### src/rtl/apb_cmd_queue.sv
// APB slave command queue: DST/OP/DATA registers are pushed as one entry on a
// doorbell write and drained in FIFO order through a valid/ready stream.
// Provides configurable wait states, PSLVERR, sticky overflow and a level IRQ.
module apb_cmd_queue #(
   parameter int ADDR_W      = 8,
   parameter int DATA_W      = 32,
   parameter int DEPTH       = 4,
   parameter int WAIT_STATES = 0
) (
   input  logic              PCLK,
   input  logic              PRESETn,
   input  logic              PSEL,
   input  logic              PENABLE,
   input  logic              PWRITE,
   input  logic [ADDR_W-1:0] PADDR,
   input  logic [DATA_W-1:0] PWDATA,
   output logic [DATA_W-1:0] PRDATA,
   output logic              PREADY,
   output logic              PSLVERR,
   output logic              cmd_valid,
   input  logic              cmd_ready,
   output logic [DATA_W-1:0] cmd_dst,
   output logic [DATA_W-1:0] cmd_op,
   output logic [DATA_W-1:0] cmd_data,
   output logic              irq
);

   localparam int CW = $clog2(DEPTH + 1);
   localparam int PW = $clog2(DEPTH);
   localparam logic [2:0] WS = 3'(WAIT_STATES);

   // SETUP means a setup phase was sampled, so the current cycle is the first
   // access cycle; ACCESS means the transfer is being stretched by wait states.
   typedef enum logic [1:0] {IDLE, SETUP, ACCESS} state_t;

   state_t              state_q, state_d;
   logic [2:0]          wait_cnt_q, wait_cnt_d;
   logic [DATA_W-1:0]   dst_q, dst_d, op_q, op_d, data_q, data_d;
   logic [1:0]          irq_en_q, irq_en_d;
   logic                ovf_q, ovf_d;
   logic                irq_q;
   logic [3*DATA_W-1:0] mem_q [DEPTH];
   logic [PW-1:0]       wr_ptr_q, wr_ptr_d, rd_ptr_q, rd_ptr_d;
   logic [CW-1:0]       count_q, count_d;

   logic              in_xfer, pready, addr_hi_zero, unmapped, err;
   logic              empty, full, push, pop, irq_pend, full_doorbell;
   logic [2:0]        addr_idx;
   logic [DATA_W-1:0] status, rdata;
   logic              unused_addr_bits;

   assign unused_addr_bits = ^PADDR[1:0];

   assign addr_idx      = PADDR[4:2];
   assign addr_hi_zero  = (PADDR[ADDR_W-1:5] == '0);
   assign unmapped      = !addr_hi_zero || (addr_idx == 3'd7);
   assign empty         = (count_q == '0);
   assign full          = (count_q == CW'(DEPTH));
   assign in_xfer       = (state_q != IDLE) && PSEL && PENABLE;
   assign pready        = in_xfer && (wait_cnt_q == WS);
   assign full_doorbell = PWRITE && !unmapped && (addr_idx == 3'd3) && full;
   assign err           = unmapped || (PWRITE && (addr_idx == 3'd4)) || full_doorbell;
   assign push          = pready && PWRITE && !err && (addr_idx == 3'd3);
   assign pop           = !empty && cmd_ready;
   assign irq_pend      = (irq_en_q[0] && ovf_q) || (irq_en_q[1] && !empty);

   // Transfer phase tracking and wait-state counting
   always_comb begin
      state_d    = state_q;
      wait_cnt_d = (in_xfer && !pready) ? wait_cnt_q + 3'd1 : 3'd0;
      case (state_q)
         IDLE:    state_d = (PSEL && !PENABLE) ? SETUP : IDLE;
         SETUP: begin
            if (pready)                  state_d = IDLE;
            else if (PSEL && PENABLE)    state_d = ACCESS;
            else if (PSEL && !PENABLE)   state_d = SETUP;
            else                         state_d = IDLE;
         end
         ACCESS:  state_d = (pready || !(PSEL && PENABLE)) ? IDLE : ACCESS;
         default: state_d = IDLE;
      endcase
   end

   // Register writes take effect only on the completing edge of an error-free write
   always_comb begin
      dst_d    = dst_q;
      op_d     = op_q;
      data_d   = data_q;
      irq_en_d = irq_en_q;
      ovf_d    = ovf_q;
      if (pready && PWRITE && !err) begin
         case (addr_idx)
            3'd0:    dst_d    = PWDATA;
            3'd1:    op_d     = PWDATA;
            3'd2:    data_d   = PWDATA;
            3'd5:    if (PWDATA[0]) ovf_d = 1'b0;
            3'd6:    irq_en_d = PWDATA[1:0];
            default: ;
         endcase
      end
      // A rejected doorbell sets overflow after any clear, so set wins
      if (pready && full_doorbell) ovf_d = 1'b1;
   end

   // Queue pointer and occupancy update; push and pop may share an edge
   always_comb begin
      wr_ptr_d = push ? wr_ptr_q + PW'(1) : wr_ptr_q;
      rd_ptr_d = pop  ? rd_ptr_q + PW'(1) : rd_ptr_q;
      count_d  = count_q + CW'(push) - CW'(pop);
   end

   // Read data selection, including the packed STATUS word
   always_comb begin
      status       = '0;
      status[15:8] = 8'(count_q);
      status[4]    = irq_pend;
      status[2]    = ovf_q;
      status[1]    = full;
      status[0]    = empty;
      rdata        = '0;
      if (!unmapped) begin
         case (addr_idx)
            3'd0:    rdata = dst_q;
            3'd1:    rdata = op_q;
            3'd2:    rdata = data_q;
            3'd4:    rdata = status;
            3'd6:    rdata[1:0] = irq_en_q;
            default: rdata = '0;
         endcase
      end
   end

   // All state flops, cleared asynchronously so a reset aborts any transfer
   always_ff @(posedge PCLK or negedge PRESETn) begin
      if (!PRESETn) begin
         state_q    <= IDLE;
         wait_cnt_q <= '0;
         dst_q      <= '0;
         op_q       <= '0;
         data_q     <= '0;
         irq_en_q   <= '0;
         ovf_q      <= 1'b0;
         irq_q      <= 1'b0;
         wr_ptr_q   <= '0;
         rd_ptr_q   <= '0;
         count_q    <= '0;
         for (int i = 0; i < DEPTH; i++) mem_q[i] <= '0;
      end else begin
         state_q    <= state_d;
         wait_cnt_q <= wait_cnt_d;
         dst_q      <= dst_d;
         op_q       <= op_d;
         data_q     <= data_d;
         irq_en_q   <= irq_en_d;
         ovf_q      <= ovf_d;
         irq_q      <= irq_pend;
         wr_ptr_q   <= wr_ptr_d;
         rd_ptr_q   <= rd_ptr_d;
         count_q    <= count_d;
         if (push) mem_q[wr_ptr_q] <= {dst_q, op_q, data_q};
      end
   end

   assign PREADY    = pready;
   assign PSLVERR   = pready && err;
   assign PRDATA    = (pready && !PWRITE) ? rdata : '0;
   assign cmd_valid = !empty;
   assign {cmd_dst, cmd_op, cmd_data} = mem_q[rd_ptr_q];
   assign irq       = irq_q;

endmodule

### config.mk
export PLATFORM = sky130hd
export DESIGN_NAME = apb_cmd_queue
export DESIGN_NICKNAME = d
export VERILOG_FILES = /design/src/rtl/apb_cmd_queue.sv
export SDC_FILE = /design/constraint.sdc
export NUM_CORES = 1
export LEC_CHECK = 0
export ABC_AREA = 1
export BUFFER_PORTS_ARGS = -buffer_cell sky130_fd_sc_hd__buf_2
export CELL_PAD_IN_SITES_DETAIL_PLACEMENT = 1
export CELL_PAD_IN_SITES_GLOBAL_PLACEMENT = 1
export CORE_ASPECT_RATIO = 0.8
export CORE_MARGIN = 5
export CORE_UTILIZATION = 43
export CTS_BUF_LIST = sky130_fd_sc_hd__clkbuf_8
export DETAILED_ROUTE_END_ITERATION = 10
export PLACE_DENSITY = 0.84
export SETUP_SLACK_MARGIN = 0.1
export SKIP_CTS_REPAIR_TIMING = 1
export SLEW_MARGIN = 25
export SYNTH_ARGS = -nofsm -noshare
export SYNTH_HDL_FRONTEND = slang
export SYNTH_SLANG_ARGS = --single-unit
### constraint.sdc
create_clock -name PCLK -period 2.3 [get_ports PCLK]
set_input_delay 0.46 -clock PCLK [delete_from_list [all_inputs] [get_ports PCLK]]
set_output_delay 0.46 -clock PCLK [all_outputs]
set_load 0.02 [all_outputs]
==> impl_metrics.toml <==
[critical_path]
crit_path_start_kind = "flop"
worstSetupPathType = "flop to primary output"
critPathRequiredTime_ns = 1.84
ff2ff_path_depth = 16
crit_path_max_fanout = 15
crit_path_end_kind = "primary output"
arrival_ns = 2.76

[clock_network]
cts_sinks = 496
cts_tree = "done"
clock_tree.root_cell = "clkbuf_8"
htree_levels = 3
clkTransAtPathRegs_ns = 0.06
clk_latency_ns = 0.74
clk_path_buf_depth = 3
numCtsBuffers = 85

[finish]
area_growth_pct = 39.96
final_layout_size_suffix_gt1_share_pct = 29.69
fin_cells = 3922
final_core_utilization_pct = 60.37
fill_cells = 5979
fin_nets = 3193
post-route-cell-area_um2 = 33150

[timing]
rsz0062_at_grt = "yes"
skew_ns = 0.04847
max-slew-margin-rel_pct = 51.46
hold_viol = 0
finalCriticalPeriod_ns = 3.216
timing.fmax_mhz = 310.9
min_period_over_period_pct = 139.8
finalSetupViolCount = 613
tightest_slew_ns = 0.7280
slew_viol_final = 0
finalWorstSetupSlack_ns = -0.9163

[floorplan]
die-area_um2 = 59910
die_h_um = 219.9
rows = 77
start_util_pct = 43.14
die_width_um = 272.4
ioPinCount = 178
core_um2 = 54920

[place]
portBuffers = 175
dpl.hpwl_mm = 56.19
dp.cells = 3619
pre_cts_slack_ns = -0.1614
gp_congestion = 0.8279
place_area_um2 = 25810

[route]
drc = 0
drt_iter0_markers = 3879
wl_per_cell_um = 33.77
vias_per_cell = 6.959
dr.pass1.iters = 6
drt_wl_total_mm = 132.5
ant_nets = 0
vias = 27294

[hold_path]
hold_class = "primary input to flop"
min_path_cells = 2

[synth]
async_flop_share_pct = 100.0
synthesis.area_um2 = 23690
ys.warnings.count = 0
avgSynthCellArea_um2 = 8.259
ys_seq_elements = 496
synth_area_leaders = "dfrtp_1, nand2_1, nand4_1, o21ai_0, nor2_1"
yosysTopAreaCell = "dfrtp_1"
syn_nets = 2923
syn_inst = 2868
synth_edf_count = 0
synth.top_cell.area_share_pct = 52.40
ys_seq_area_share_pct = 52.40
yosysUniqueCellTypes = 33
yosys_most_used_dff = "dfrtp_1"

[pwr]
powerDensity_nw_per_um2 = 1128
p_leak_nw = 16.19
total_power_mw = 37.38
internal_power_mw = 21.81
p_seq_share_pct = 24.1
p_switching_mw = 15.57
switching_share_pct = 41.66
clockPowerShare_pct = 22.6
ir_worst_vdd_uv = 822.9
power_frac_comb_pct = 53.4

[grt]
grt_max_degree = 123
antenna_found_initial = 5
first_global_vias = 24094
grt.overflow.total = 0
grt_usage_pct = 29.81
grt_pass1_wl_mm = 140.1

[outcome]
violations = "negative setup slack"
status = "complete, but fails checks"

[run]
drv_cap = 0
[stage by stage]
stage | hold WS (ns) | TNS (ns)
global route | 0.03563 | -207.09
detailed placement | 0.3192 | -4.731
global placement | 0.3167 | -0.1746
floorplan | 0.1644 | -0.2749
finish | 0.05554 | -177.83
CTS | -0.4358 | -66.29
[routing by layer]
layer  part of all wire (%)  up-vias  global-route usage (%)
met3                     13      930                   7.424
met2                     45     2500                   48.36
li1                       -    10356                       -
met5                  0.016        -                       0
met4                    9.2        4                   11.51
met1                     33    13504                   38.88
[cells by family (layout without fill, tap and decap cells)]
logic type | Yosys count | count (layout) | share of synthesized area (%)
adder cells (fa/ha/maj) | 9 | 9 | 0.5071
AND/OR/NAND/NOR | 1607 | 1607 | 30.29
AO/OA/AOI/OAI | 432 | 432 | 9.788
XOR/XNOR | 4 | 4 | 0.1479
flip-flops | 496 | 496 | 52.40
other | 0 | 5 | 0
buffers and inverters | 320 | 658 | 6.867
[flip-flops by register name (all words and copies together) (netlist names)]
name / flops
op_q: 32
mem_q: 384
rd_ptr_q: 2
state_q: 2
irq_en_q: 2
dst_q: 32
wr_ptr_q: 2
irq: 1
count_q: 3
ovf_q: 1
data_q: 32
wait_cnt_q: 3
[worst max-delay path, stage by stage (launching register included)]
cell and delay, ns:
dfrtp_1 0.39, inv_1 0.07, ha_2 0.18, inv_2 0.05, nor2_2 0.17, nand2_2 0.10
nor3_4 0.19, nand2_4 0.14, buf_12 0.20, a31oi_1 0.22, buf_4 0.17, buf_2 0.16
[placed cells by master, fill, tap and decap left out, drive strengths merged, types with 3 or more instances in the layout]
cell and count:
inv 89, nand3 4, clkinv 18, nand4 390, a21oi 14, buf 403, o22ai 96, ha 8
nor2 215, diode 5, nand2 995, a31oi 25, o21ai 295, xnor2 3, clkbuf 144, dfrtp 496
[worst paths after layout]
path	startpoint	endpoint	slack, ns
max in group asynchronous	PRESETn	rd_ptr_q[1]$_DFFE_PN0P_	1.15
min reg2reg	mem_q[287]$_DFFE_PN0P_	mem_q[287]$_DFFE_PN0P_	0.47
max reg2reg	wait_cnt_q[1]$_DFF_PN0_	dst_q[17]$_DFFE_PN0P_	-0.48
max	wait_cnt_q[1]$_DFF_PN0_	PRDATA[16]	-0.92
min	PSEL	state_q[0]$_DFF_PN0_	0.06
min in group asynchronous	PRESETn	mem_q[220]$_DFFE_PN0P_	0.16
[synth_stat cells (14+ instances only)]
library cell / count
nand2_1: 987
inv_1: 53
buf_1: 33
nor2_1: 208
a31oi_1: 25
dfrtp_1: 496
a21oi_1: 14
o22ai_1: 96
buf_2: 39
clkbuf_1: 141
buf_6: 44
o21ai_0: 295
nand4_1: 386
[power groups by stage]
stage          clock network, mW  registers, mW  logic [mW]
6_report                    8.45           8.99        19.9
5_1_grt                     8.78           8.98        20.2
4_1_cts                     8.05           8.98        9.27
3_5_place_dp                   0           9.13        9.23
3_3_place_gp                   0           9.13        9.01
2_1_floorplan                  0           9.04        5.08
[cell type report]
type	instances	area, um^2	area share, %
Antenna cell	5	12.51	0.03774
Clock buffer	105	1445	4.359
Clock inverter	50	217.7	0.6567
Inverter	57	256.5	0.7736
Multi-Input combinational cell	2052	12040	36.33
Sequential cell	496	12420	37.46
Tap cell	711	889.6	2.683
Timing Repair Buffer	444	5819	17.55
Timing Repair inverter	2	50.05	0.1510
Note: power is estimated with default switching activity, not from simulation.
